--- src/rtl/date_counter.sv ---
// rtl/date_counter.sv - calendar date register with Gregorian rollover and validated bulk load
module date_counter #(
  parameter logic [11:0] RST_YEAR = 12'd2024
) (
  input  logic        clk,
  input  logic        reset,
  input  logic        day_tick,
  input  logic        sync,
  input  logic [3:0]  day10_in,
  input  logic [3:0]  day1_in,
  input  logic [3:0]  month10_in,
  input  logic [3:0]  month1_in,
  input  logic [11:0] year_in,
  output logic [3:0]  day10,
  output logic [3:0]  day1,
  output logic [3:0]  month10,
  output logic [3:0]  month1,
  output logic [11:0] year,
  output logic        new_month,
  output logic        new_year,
  output logic        load_ok,
  output logic        load_err
);

  localparam logic STATE_IDLE  = 1'b0;
  localparam logic STATE_CHECK = 1'b1;

  logic        state_q, state_d;
  logic        pending_q, pending_d;
  logic [4:0]  day_q, day_d;
  logic [3:0]  month_q, month_d;
  logic [11:0] year_q, year_d;
  logic [3:0]  sh_day10_q, sh_day10_d, sh_day1_q, sh_day1_d;
  logic [3:0]  sh_month10_q, sh_month10_d, sh_month1_q, sh_month1_d;
  logic [11:0] sh_year_q, sh_year_d;
  logic [3:0]  day10_q, day10_d, day1_q, day1_d;
  logic [3:0]  month10_q, month10_d, month1_q, month1_d;
  logic        new_month_q, new_month_d, new_year_q, new_year_d;
  logic        load_ok_q, load_ok_d, load_err_q, load_err_d;

  logic [4:0]  adv_dim, adv_day;
  logic [3:0]  adv_month;
  logic [11:0] adv_year;
  logic        adv_nm, adv_ny;
  logic [6:0]  sh_month;
  logic [7:0]  sh_day;
  logic [4:0]  sh_dim, sh_day_clamped;
  logic        sh_valid;

  function automatic logic [4:0] days_in_month(input logic [3:0] m, input logic [11:0] y);
    logic leap;
    leap = (((y % 12'd4) == 12'd0) && ((y % 12'd100) != 12'd0)) || ((y % 12'd400) == 12'd0);
    case (m)
      4'd4, 4'd6, 4'd9, 4'd11: days_in_month = 5'd30;
      4'd2:                    days_in_month = leap ? 5'd29 : 5'd28;
      default:                 days_in_month = 5'd31;
    endcase
  endfunction

  // Tens/ones split by range compare; days never exceed 31, months never exceed 12.
  function automatic logic [7:0] day_to_bcd(input logic [4:0] v);
    logic [4:0] ones;
    if (v >= 5'd30) begin
      ones = v - 5'd30;
      day_to_bcd = {4'd3, ones[3:0]};
    end else if (v >= 5'd20) begin
      ones = v - 5'd20;
      day_to_bcd = {4'd2, ones[3:0]};
    end else if (v >= 5'd10) begin
      ones = v - 5'd10;
      day_to_bcd = {4'd1, ones[3:0]};
    end else begin
      day_to_bcd = {4'd0, v[3:0]};
    end
  endfunction

  function automatic logic [7:0] month_to_bcd(input logic [3:0] v);
    month_to_bcd = (v >= 4'd10) ? {4'd1, v - 4'd10} : {4'd0, v};
  endfunction

  always_comb begin
    adv_dim   = days_in_month(month_q, year_q);
    adv_day   = day_q + 5'd1;
    adv_month = month_q;
    adv_year  = year_q;
    adv_nm    = 1'b0;
    adv_ny    = 1'b0;
    if (day_q >= adv_dim) begin
      adv_day = 5'd1;
      adv_nm  = 1'b1;
      if (month_q == 4'd12) begin
        adv_month = 4'd1;
        adv_year  = year_q + 12'd1;
        adv_ny    = 1'b1;
      end else begin
        adv_month = month_q + 4'd1;
      end
    end
  end

  always_comb begin
    sh_month = {3'b000, sh_month10_q} * 7'd10 + {3'b000, sh_month1_q};
    sh_day   = {4'b0000, sh_day10_q} * 8'd10 + {4'b0000, sh_day1_q};
    sh_dim   = days_in_month(sh_month[3:0], sh_year_q);
    sh_valid = (sh_day10_q <= 4'd3) && (sh_day1_q <= 4'd9) &&
               (sh_month10_q <= 4'd9) && (sh_month1_q <= 4'd9) &&
               (sh_month != 7'd0) && (sh_month <= 7'd12) && (sh_day != 8'd0);
    sh_day_clamped = (sh_day > {3'b000, sh_dim}) ? sh_dim : sh_day[4:0];
  end

  always_comb begin
    state_d      = state_q;
    pending_d    = pending_q;
    day_d        = day_q;
    month_d      = month_q;
    year_d       = year_q;
    sh_day10_d   = sh_day10_q;
    sh_day1_d    = sh_day1_q;
    sh_month10_d = sh_month10_q;
    sh_month1_d  = sh_month1_q;
    sh_year_d    = sh_year_q;
    new_month_d  = 1'b0;
    new_year_d   = 1'b0;
    load_ok_d    = 1'b0;
    load_err_d   = 1'b0;
    case (state_q)
      STATE_IDLE: begin
        // A held tick wins over a fresh one, so at most one tick is ever queued.
        if (pending_q || day_tick) begin
          day_d       = adv_day;
          month_d     = adv_month;
          year_d      = adv_year;
          new_month_d = adv_nm;
          new_year_d  = adv_ny;
          pending_d   = 1'b0;
        end
        if (sync) begin
          sh_day10_d   = day10_in;
          sh_day1_d    = day1_in;
          sh_month10_d = month10_in;
          sh_month1_d  = month1_in;
          sh_year_d    = year_in;
          state_d      = STATE_CHECK;
          if (day_tick) begin
            day_d       = pending_q ? adv_day : day_q;
            month_d     = pending_q ? adv_month : month_q;
            year_d      = pending_q ? adv_year : year_q;
            new_month_d = pending_q & adv_nm;
            new_year_d  = pending_q & adv_ny;
            pending_d   = 1'b1;
          end
        end
      end
      default: begin
        if (day_tick) begin
          pending_d = 1'b1;
        end
        if (sh_valid) begin
          day_d     = sh_day_clamped;
          month_d   = sh_month[3:0];
          year_d    = sh_year_q;
          load_ok_d = 1'b1;
        end else begin
          load_err_d = 1'b1;
        end
        state_d = STATE_IDLE;
      end
    endcase
    {day10_d, day1_d}     = day_to_bcd(day_d);
    {month10_d, month1_d} = month_to_bcd(month_d);
  end

  always_ff @(posedge clk) begin
    if (reset) begin
      state_q      <= STATE_IDLE;
      pending_q    <= 1'b0;
      day_q        <= 5'd1;
      month_q      <= 4'd1;
      year_q       <= RST_YEAR;
      sh_day10_q   <= 4'd0;
      sh_day1_q    <= 4'd0;
      sh_month10_q <= 4'd0;
      sh_month1_q  <= 4'd0;
      sh_year_q    <= 12'd0;
      day10_q      <= 4'd0;
      day1_q       <= 4'd1;
      month10_q    <= 4'd0;
      month1_q     <= 4'd1;
      new_month_q  <= 1'b0;
      new_year_q   <= 1'b0;
      load_ok_q    <= 1'b0;
      load_err_q   <= 1'b0;
    end else begin
      state_q      <= state_d;
      pending_q    <= pending_d;
      day_q        <= day_d;
      month_q      <= month_d;
      year_q       <= year_d;
      sh_day10_q   <= sh_day10_d;
      sh_day1_q    <= sh_day1_d;
      sh_month10_q <= sh_month10_d;
      sh_month1_q  <= sh_month1_d;
      sh_year_q    <= sh_year_d;
      day10_q      <= day10_d;
      day1_q       <= day1_d;
      month10_q    <= month10_d;
      month1_q     <= month1_d;
      new_month_q  <= new_month_d;
      new_year_q   <= new_year_d;
      load_ok_q    <= load_ok_d;
      load_err_q   <= load_err_d;
    end
  end

  assign day10     = day10_q;
  assign day1      = day1_q;
  assign month10   = month10_q;
  assign month1    = month1_q;
  assign year      = year_q;
  assign new_month = new_month_q;
  assign new_year  = new_year_q;
  assign load_ok   = load_ok_q;
  assign load_err  = load_err_q;

endmodule

--- config.mk ---
export PLATFORM = sky130hd
export DESIGN_NAME = date_counter
export DESIGN_NICKNAME = d
export VERILOG_FILES = /design/src/rtl/date_counter.sv
export SDC_FILE = /design/constraint.sdc
export NUM_CORES = 1
export LEC_CHECK = 0
export CORE_MARGIN = 4
export CORE_UTILIZATION = 60
export DETAILED_ROUTE_END_ITERATION = 8
export PLACE_DENSITY = 0.88
export SYNTH_ARGS = -nofsm -noshare
export SYNTH_HDL_FRONTEND = slang
export SYNTH_SLANG_ARGS = --single-unit
--- constraint.sdc ---
create_clock -name clk -period 10.9 [get_ports clk]
set_input_delay 1.635 -clock clk [delete_from_list [all_inputs] [get_ports clk]]
set_output_delay 1.635 -clock clk [all_outputs]
set_load 0.01 [all_outputs]
# [Word level (Yosys, flattened, before mapping)]
# Index checks and enable logic that the tools add are counted.
[classes] mux=49 eq_ne=14 div=4 n_reduce_logical=26 add_sub_neg=9 multipliers=2 n_lt_le_gt_ge=11 shift=0 bitwise=3
[ops] operator="12-bit 2-to-1 mux" count=8
[ops] operator="5-bit 2-to-1 mux" count=10
[ops] operator="12-bit zero test" count=4
[ops] operator="4-bit 2-to-1 mux" count=8
[ops] operator="12-bit by 7-bit modulo with 12-bit output, second input constant" count=2
[ops] operator="12-bit by 9-bit modulo with 12-bit output, second input constant" count=2
[ops] operator="12-bit nonzero test" count=2
[ops] operator="4-bit == test, second input constant" count=5
[ops] operator="1-bit 2-to-1 mux" count=19
[ops] operator="4-bit by 3-bit == test with 1-bit output, second input constant" count=4
[ops] operator="12-bit by 1-bit adder with 12-bit output, second input constant" count=1
[ops] operator="4-bit <= comparator, second input constant" count=3
[ops] operator="6-bit 2-to-1 mux" count=2
[ops] operator="4-bit subtractor, second input constant" count=3
[ops] operator="5-bit >= comparator, second input constant" count=2
[ops] operator="8-bit by 4-bit adder with 8-bit output" count=1
[ops] operator="4-bit by 2-bit == test with 1-bit output, second input constant" count=2
[ops] operator="8-bit by 5-bit greater-than comparator with 1-bit output" count=1
[ops] operator="1-bit logical AND" count=8
[ops] operator="2-bit one-hot mux with 2 select lines" count=2
[ops] operator="8-bit nonzero test" count=1
[ops] operator="4-bit OR reduction" count=2
[ops] operator="7-bit by 4-bit adder with 7-bit output" count=1
[ops] operator="7-bit by 4-bit <= comparator with 1-bit output, second input constant" count=1
[ops] operator="19 further kinds" count=24
[totals] romBits=0 latch_bits=0 ff_bits=71 in_bits=32 mem_bits_rw=0 output_inout_bits=32 memories=0 elab_cells=137

# [Longest topological paths before layout]
# Gate-level depths: netlist of the first run.
[depth] depth_word=16 ltp_mapped=31 mapped_depth_nobuf=28

# [Worst setup path before layout of the first run]
# OpenSTA, ideal clock, no wires.
[synth_timing] kind="flip-flop to flip-flop" startpoint="reg year_q[9], in the netlist year[9]" endpoint="reg day1_q[1], in the netlist day1[1]" path_stages_with_launch=30 setup_time_ps=121 period_less_slack_ps=7141 required_ps=10779 t_arrival_ps=7020 slack_ps=3759 n_path_buf=2 path_cell_list="dfxtp_1 -> clkbuf_2 -> or3_1 -> mux4_2 -> and3_4 -> or4_4 -> nand3_4 -> mux2_2 -> o31a_2 -> maj3_2 -> a221oi_2 -> o211a_1 -> nor2_1 -> a2111oi_2 -> a21oi_1 -> ha_1 -> nand2b_1 -> a21oi_1 -> nor2_1 -> and2_0 -> clkbuf_1 -> nor2_1 -> a22o_1 -> a211oi_1 -> inv_1 -> ha_1 -> nand3b_1 -> nor2_1 -> o32a_1 -> mux2_4"
[synth_between] elab_chain_len=16 elab_cells_between_ends=24 cone_classes="add/sub (3); div (2); order compare (4); mux (11); reduce/logical (4)"
[synth_rtl] element="from (decl)" line="32" rtl="logic [11:0] year_q, year_d;"
[synth_rtl] element="from (signal assigned)" line="198" rtl="year_q <= year_d;"
[synth_rtl] element="12-bit by 7-bit modulo with 12-bit output" line="52" rtl="leap = (((y % 12'd4) == 12'd0) && ((y % 12'd100) != 12'd0)) || ((y % 12'd400) == 12'd0);"
[synth_rtl] element="12-bit nonzero test" line="52"
[synth_rtl] element="1-bit logical AND" line="52"
[synth_rtl] element="1-bit logical OR (*)" line="52"
[synth_rtl] element="1-bit 2-to-1 mux (*)" line="55" rtl="4'd2: days_in_month = leap ? 5'd29 : 5'd28;"
[synth_rtl] element="2-bit one-hot mux with 2 select lines (*)" line="53" rtl="case (m)"
[synth_rtl] element="5-bit >= comparator (*)" line="88" rtl="if (day_q >= adv_dim) begin"
[synth_rtl] element="5-bit 2-to-1 mux (*)" line="88"
[synth_rtl] element="5-bit 2-to-1 mux (on tied branches)" line="129, 145"
[synth_rtl] element="5-bit 2-to-1 mux" line="144" rtl="if (day_tick) begin"
[synth_rtl] element="5-bit 2-to-1 mux (*)" line="137" rtl="if (sync) begin"
[synth_rtl] element="5-bit 2-to-1 mux (*)" line="126" rtl="case (state_q)"
[synth_rtl] element="net day_d[3]" line="30" rtl="logic [4:0] day_q, day_d;"
[synth_rtl] element="5-bit by 4-bit >= comparator with 1-bit output" line="69" rtl="end else if (v >= 5'd10) begin"
[synth_rtl] element="5-bit 2-to-1 mux" line="69"
[synth_rtl] element="6-bit 2-to-1 mux" line="66" rtl="end else if (v >= 5'd20) begin"
[synth_rtl] element="6-bit 2-to-1 mux (*)" line="63" rtl="if (v >= 5'd30) begin"
[synth_rtl] element="to (signal assigned)" line="205" rtl="day1_q <= day1_d;"
[synth_rtl] element="to (decl)" line="36" rtl="logic [3:0] day10_q, day10_d, day1_q, day1_d;"
# Mark *: on every way through the listed nets, which the timed path passes. The rest lies on a longest branch.
# A chain may end at the register's enable or synchronous reset.

# [Final worst setup path of the first run]
[layout_timing] startpoint="reg year_q[7], in the netlist year[7]" endpoint="reg day1_q[1], in the netlist day1[1]"
# The elaborated chain is that of the path after synthesis.

==> results of run 1 <==
[per-layer routing]
| metal | GRT usage [%] | routed length, um | vias to the layer above |
|---|---|---|---|
| met2 | 44.59 | 7420 | 315 |
| li1 | - | - | 3009 |
| met3 | 4.619 | 1153 | 57 |
| met4 | 11.42 | 431 | 0 |
| met5 | 0 | 0 | - |
| met1 | 33.78 | 6737 | 2864 |
[cell type report]
class | count | share of cell area (%)
Tap cell | 129 | 2.419
Multi-Input combinational cell | 664 | 63.74
Inverter | 36 | 2.025
Sequential cell | 64 | 19.20
Clock inverter | 6 | 1.706
Timing Repair Buffer | 60 | 8.851
Clock buffer | 10 | 2.063
[cell usage after synthesis (all sizes together) (9+ instances only)]
cell type	number	area share, %
nand2	121	7.7
nor2	79	5.0
a21oi	67	5.7
dfxtp	64	22
o21ai	54	4.6
inv	36	2.3
clkbuf	35	2.2
ha	30	6.4
buf	22	2.1
nand3	22	2.1
nor3	17	1.6
mux2i	16	2.7
o211ai	13	1.7
or2	12	1.3
a211oi	11	1.6
nor2b	11	1.2
o22ai	11	1.3
nand2b	10	1.1
o31ai	10	1.5
nand4	9	0.95
[registers in the layout (all words and copies together) (netlist names)]
name,flops
day1,3
day10,2
day_q,5
load_err,1
load_ok,1
month1,3
month10,1
month_q,4
new_month,1
new_year,1
pending_q,1
sh_day10_q,4
sh_day1_q,4
sh_month10_q,4
sh_month1_q,4
sh_year_q,12
state_q,1
year,12
[metrics by stage]
stage	worst slack, ns	utilization, %	hold slack, ns
after detailed placement	3.064	68.20	0.4758
after floorplan	3.759	-	0.4499
after global placement	3.420	68.20	0.4676
after CTS	3.023	70.87	0.4880
after global routing	2.516	70.87	0.5136
final	2.863	70.87	0.4876
[worst max-delay path: cells and delay by family, from the launching register on]
family	cells	cell delay [ns]
xor+xnor	1	0.16
simple gates	12	2.68
fa+ha+maj	2	0.53
mux	4	1.38
flops	1	0.46
buf+inv	1	0.20
compound gates	8	2.51
[kinds of logic after synthesis]
logic type	after synthesis	share of synthesized area, %
other	1	0.06344
multiplexers	25	4.678
flip-flops	64	21.68
AND/OR/NAND/NOR	327	26.50
AO/OA/AOI/OAI	256	29.97
buffers and inverters	93	6.668
adder cells (fa/ha/maj)	37	8.235
XOR/XNOR	14	2.202
[power by group through the flow]
stage	logic (W)	clock network (W)	registers [W]
after detailed placement	0.000304	0	0.000282
final	0.000314	0.000262	0.000278
after floorplan	0.000244	0	0.000268
after global routing	0.000342	0.000275	0.000281
after CTS	0.000307	0.000263	0.000276
after global placement	0.000291	0	0.000280
[final timing paths]
kind | start | endpoint | cells after the start
min reg2reg | sh_day1_q[3] | sh_day1_q[3] | 2
max | year[7] | day1[1] | 28
max reg2reg | year[7] | day1[1] | 28
min | sh_day1_q[3] | sh_day1_q[3] | 2
==> results.ini, run 1 <==
[route]
dr.pass1.iters = 5
route.detailed.drc = 0
antenna_left = 0
initialDrtViolationCount = 581
wire_per_inst_um = 16.25
wl_mm = 15.74
vias_per_cell = 6.445
vias = 6245

[worst_setup_path]
crit_type = reg -> reg
rrSetupSlack_ns = 2.86
crit_arrival_ns = 8.29
critPathMaxStageDelay_ns = 0.67
crit_required_ns = 11.15
worstPathMaxFanout = 17
critPathCaptureType = register
critPathMostFrequentCell = nor2_1
crit_path_start_kind = register
slowest_stage = a211oi_1

[layout]
final_cell_area_um2 = 6673
multi_input_area_um2 = 4253
layout_common_cells = 121 x nand2_1, 78 x nor2_1, 67 x a21oi_1
nNetsFinal = 901
final_common_cell = nand2_1
seq_area_um2 = 1281
n_fill_cell = 757
final_layout_size_suffix_gt1_share_pct = 6.786
syn2layout_area_growth_pct = 12.89
final_cells = 969
antenna_cells_inserted = 0

[sta]
relSlewSlack_pct = 15.25
tns_ns = 0
drv_slew = 0
rsz0062_at_grt = no
max_freq_ghz = 0.1244
min_period_ns = 8.037
worst_slew_pin_slew_ns = 1.270
period_share_pct = 73.74
finalClockSkew_ns = 0.01474
setup_viol = 0
timing_hold_violations_final = 0

[cts]
cts_tree = done
cts_setup_buffers = 0
hold_buffers = 0
cts.clk_slew.worst_paths_ns = 0.08
insertion_delay_ns = 0.36
cts_made_buffers = 9
cts_max_level = 3
cts_resized = 0
cts_buffer_depth = 2
cts_root_buffer = clkbuf_8
cts_num_sinks = 64

[floorplan]
initial_core_util_pct = 62.78
die_h_um = 107.3
core_um2 = 9415
dieWidth_um = 107.3
rows = 35
num_io_pins = 64
fp.dieArea_um2 = 11500

[yosys]
syn_area_um2 = 5911
synth_ff_type = dfxtp_1
ys_ff_latch = 64
ys_seq_area_share_pct = 21.68
yosysWarnings = 0
synthArstFlopShare_pct = 0
synth_cell_types = 91
synth_area_per_cell_um2 = 7.235
synth_edf_count = 0
syn_inst = 817

[power]
power_switching_w = 0.0003110
seqPwrFrac_pct = 32.5
peakVddDrop_mv = 0.05891
power_frac_clock_pct = 30.7
leakage_nw = 2.656
power_density_nw_per_um2 = 127.9
pwr-share-comb_pct = 36.8
report.power.total_w = 0.0008533
switching_share_pct = 36.45
intPower_w = 0.0005422

[place]
place.gp.congestion = 0.9305
io_buffers = 58
placed_cell_area_um2 = 6421
dp.cells = 953
place_hpwl_mm = 11.33

[global_routing]
grt_antenna_before_repair = 0
grt_pass1_wl_mm = 25.74
grt_pass1_vias = 5680
grt-ovfl-total = 0
grt_max_degree = 61
gr-usage-all-layers_pct = 26.69

[min_path]
hp-class = reg -> reg

[outcome]
status = finished clean

[job]
drv_cap = 0

No activity file was read; power rests on OpenSTA's default activity.
==> run 2: changes to the inputs <==
CORE_UTILIZATION = 58   (was 60)
PLACE_DENSITY = 0.86   (was 0.88)
clock period = 7.73 ns   (was 10.9 ns; I/O delays follow)
==> results.ini, run 2 (synthesis results as in run 1) <==
[sta]
timing_hold_violations_final = 0
relSlewSlack_pct = 23.74
holdWs_ns = 0.4800
worst_slew_pin_slew_ns = 1.143
min_period_ns = 7.249
period_share_pct = 93.78
max_freq_ghz = 0.1379
tns_ns = 0
setup_viol = 0
rsz0062_at_grt = no
drv_slew = 0
setup_slack_ns = 0.4807
finalClockSkew_ns = 0.01555

[worst_setup_path]
critPathCaptureType = register
worstPathMaxFanout = 16
slowest_stage = or4_4
rrSetupSlack_ns = 0.48
critPathMaxStageDelay_ns = 0.55
crit_path_start_kind = register
crit_type = reg -> reg
crit_arrival_ns = 7.51
crit_required_ns = 7.99

[global_routing]
grt_pass1_vias = 5632
grt-ovfl-total = 0
grt_max_degree = 61
gr-usage-all-layers_pct = 26.93
grt_antenna_before_repair = 0
grt_pass1_wl_mm = 26.35

[route]
dr.pass1.iters = 8
wl_mm = 15.79
antenna_left = 0
vias_per_cell = 6.355
route.detailed.drc = 0
wire_per_inst_um = 16.16
initialDrtViolationCount = 557
vias = 6209

[cts]
cts_root_buffer = clkbuf_8
cts_buffer_depth = 2
cts_made_buffers = 9
cts.clk_slew.worst_paths_ns = 0.08
hold_buffers = 0
insertion_delay_ns = 0.37
cts_max_level = 3
cts_resized = 0
cts_tree = done
cts_num_sinks = 64
cts_setup_buffers = 0

[job]
drv_cap = 0

[layout]
syn2layout_area_growth_pct = 13.57
final_common_cell = nand2_1
antenna_cells_inserted = 0
n_fill_cell = 813
final_layout_size_suffix_gt1_share_pct = 8.175
final_core_util_pct = 68.05
layout_common_cells = 121 x nand2_1, 76 x nor2_1, 67 x a21oi_1
nNetsFinal = 905

[floorplan]
fp.dieArea_um2 = 11870
num_io_pins = 64
rows = 36
initial_core_util_pct = 59.92
die_h_um = 109.0
core_um2 = 9864
dieWidth_um = 109.0

[outcome]
status = finished clean

[place]
io_buffers = 58
place_hpwl_mm = 11.23
place.gp.congestion = 0.9505
pre_cts_slack_ns = 0.3499

[power]
peakVddDrop_mv = 0.09150
leakage_nw = 2.669
power_density_nw_per_um2 = 175.3

[min_path]
hp-class = reg -> reg

-- run 2: cell count changes in the layout (fill, tap and decap cells not counted), sizes merged --
cell / before / now
buf: 3 / 7
bufinv: 3 / 2
clkinvlp: 2 / 3
-- run 2: cell type report --
class                   instances  area (um^2)  area share (%)
repair buffers                 64        620.6           9.245
well taps                     133        166.4           2.479
inverters                      36        135.1           2.013
clock inverters                 6        91.34           1.361
multi-input cells             664         4278           63.73
clock buffers                  10        137.6           2.050
flip-flops and latches         64         1284           19.12
-- run 2: per-layer routing --
layer | track usage (%) | part of all wire, % | wire length (um) | vias to the layer above
met5 | 0 | 0 | 0 | -
met1 | 36.08 | 44 | 6914 | 2888
li1 | - | - | - | 3012
met3 | 5.092 | 8.0 | 1259 | 38
met4 | 8.206 | 1.7 | 269 | 0
met2 | 43.90 | 47 | 7347 | 271
-- run 2: power breakdown --
group          internal [W]  switching [W]
logic              0.000194       0.000252
clock network      0.000191       0.000148
registers          0.000350      0.0000414
-- run 2: worst paths after layout --
path              cells past startpoint              to           start
hold / removal                        2  sh_month1_q[1]  sh_month1_q[1]
setup reg to reg                     29         day1[1]         year[8]
hold reg to reg                       2  sh_month1_q[1]  sh_month1_q[1]
setup / recovery                     29         day1[1]         year[8]
-- run 2: stage by stage --
stage | std cells | power (W) | area [um^2]
floorplan | 821 | 0.0007221 | 5926
global placement | 961 | 0.0008064 | 6456
detailed placement | 961 | 0.0008263 | 6456
CTS | 977 | 0.001166 | 6685
global route | 977 | 0.001244 | 6713
finish | 977 | 0.001177 | 6713
-- run 2: critical path, delay by kind of cell (launching register included) --
family / cells / cell delay (ns)
AOI/OAI and AO/OA: 9 / 2.16
and+or+nand+nor: 10 / 1.95
DFF: 1 / 0.46
buffers and inverters: 2 / 0.29
adders and majority gates: 3 / 0.77
muxes: 4 / 1.38
xor gates and xnor gates: 1 / 0.16
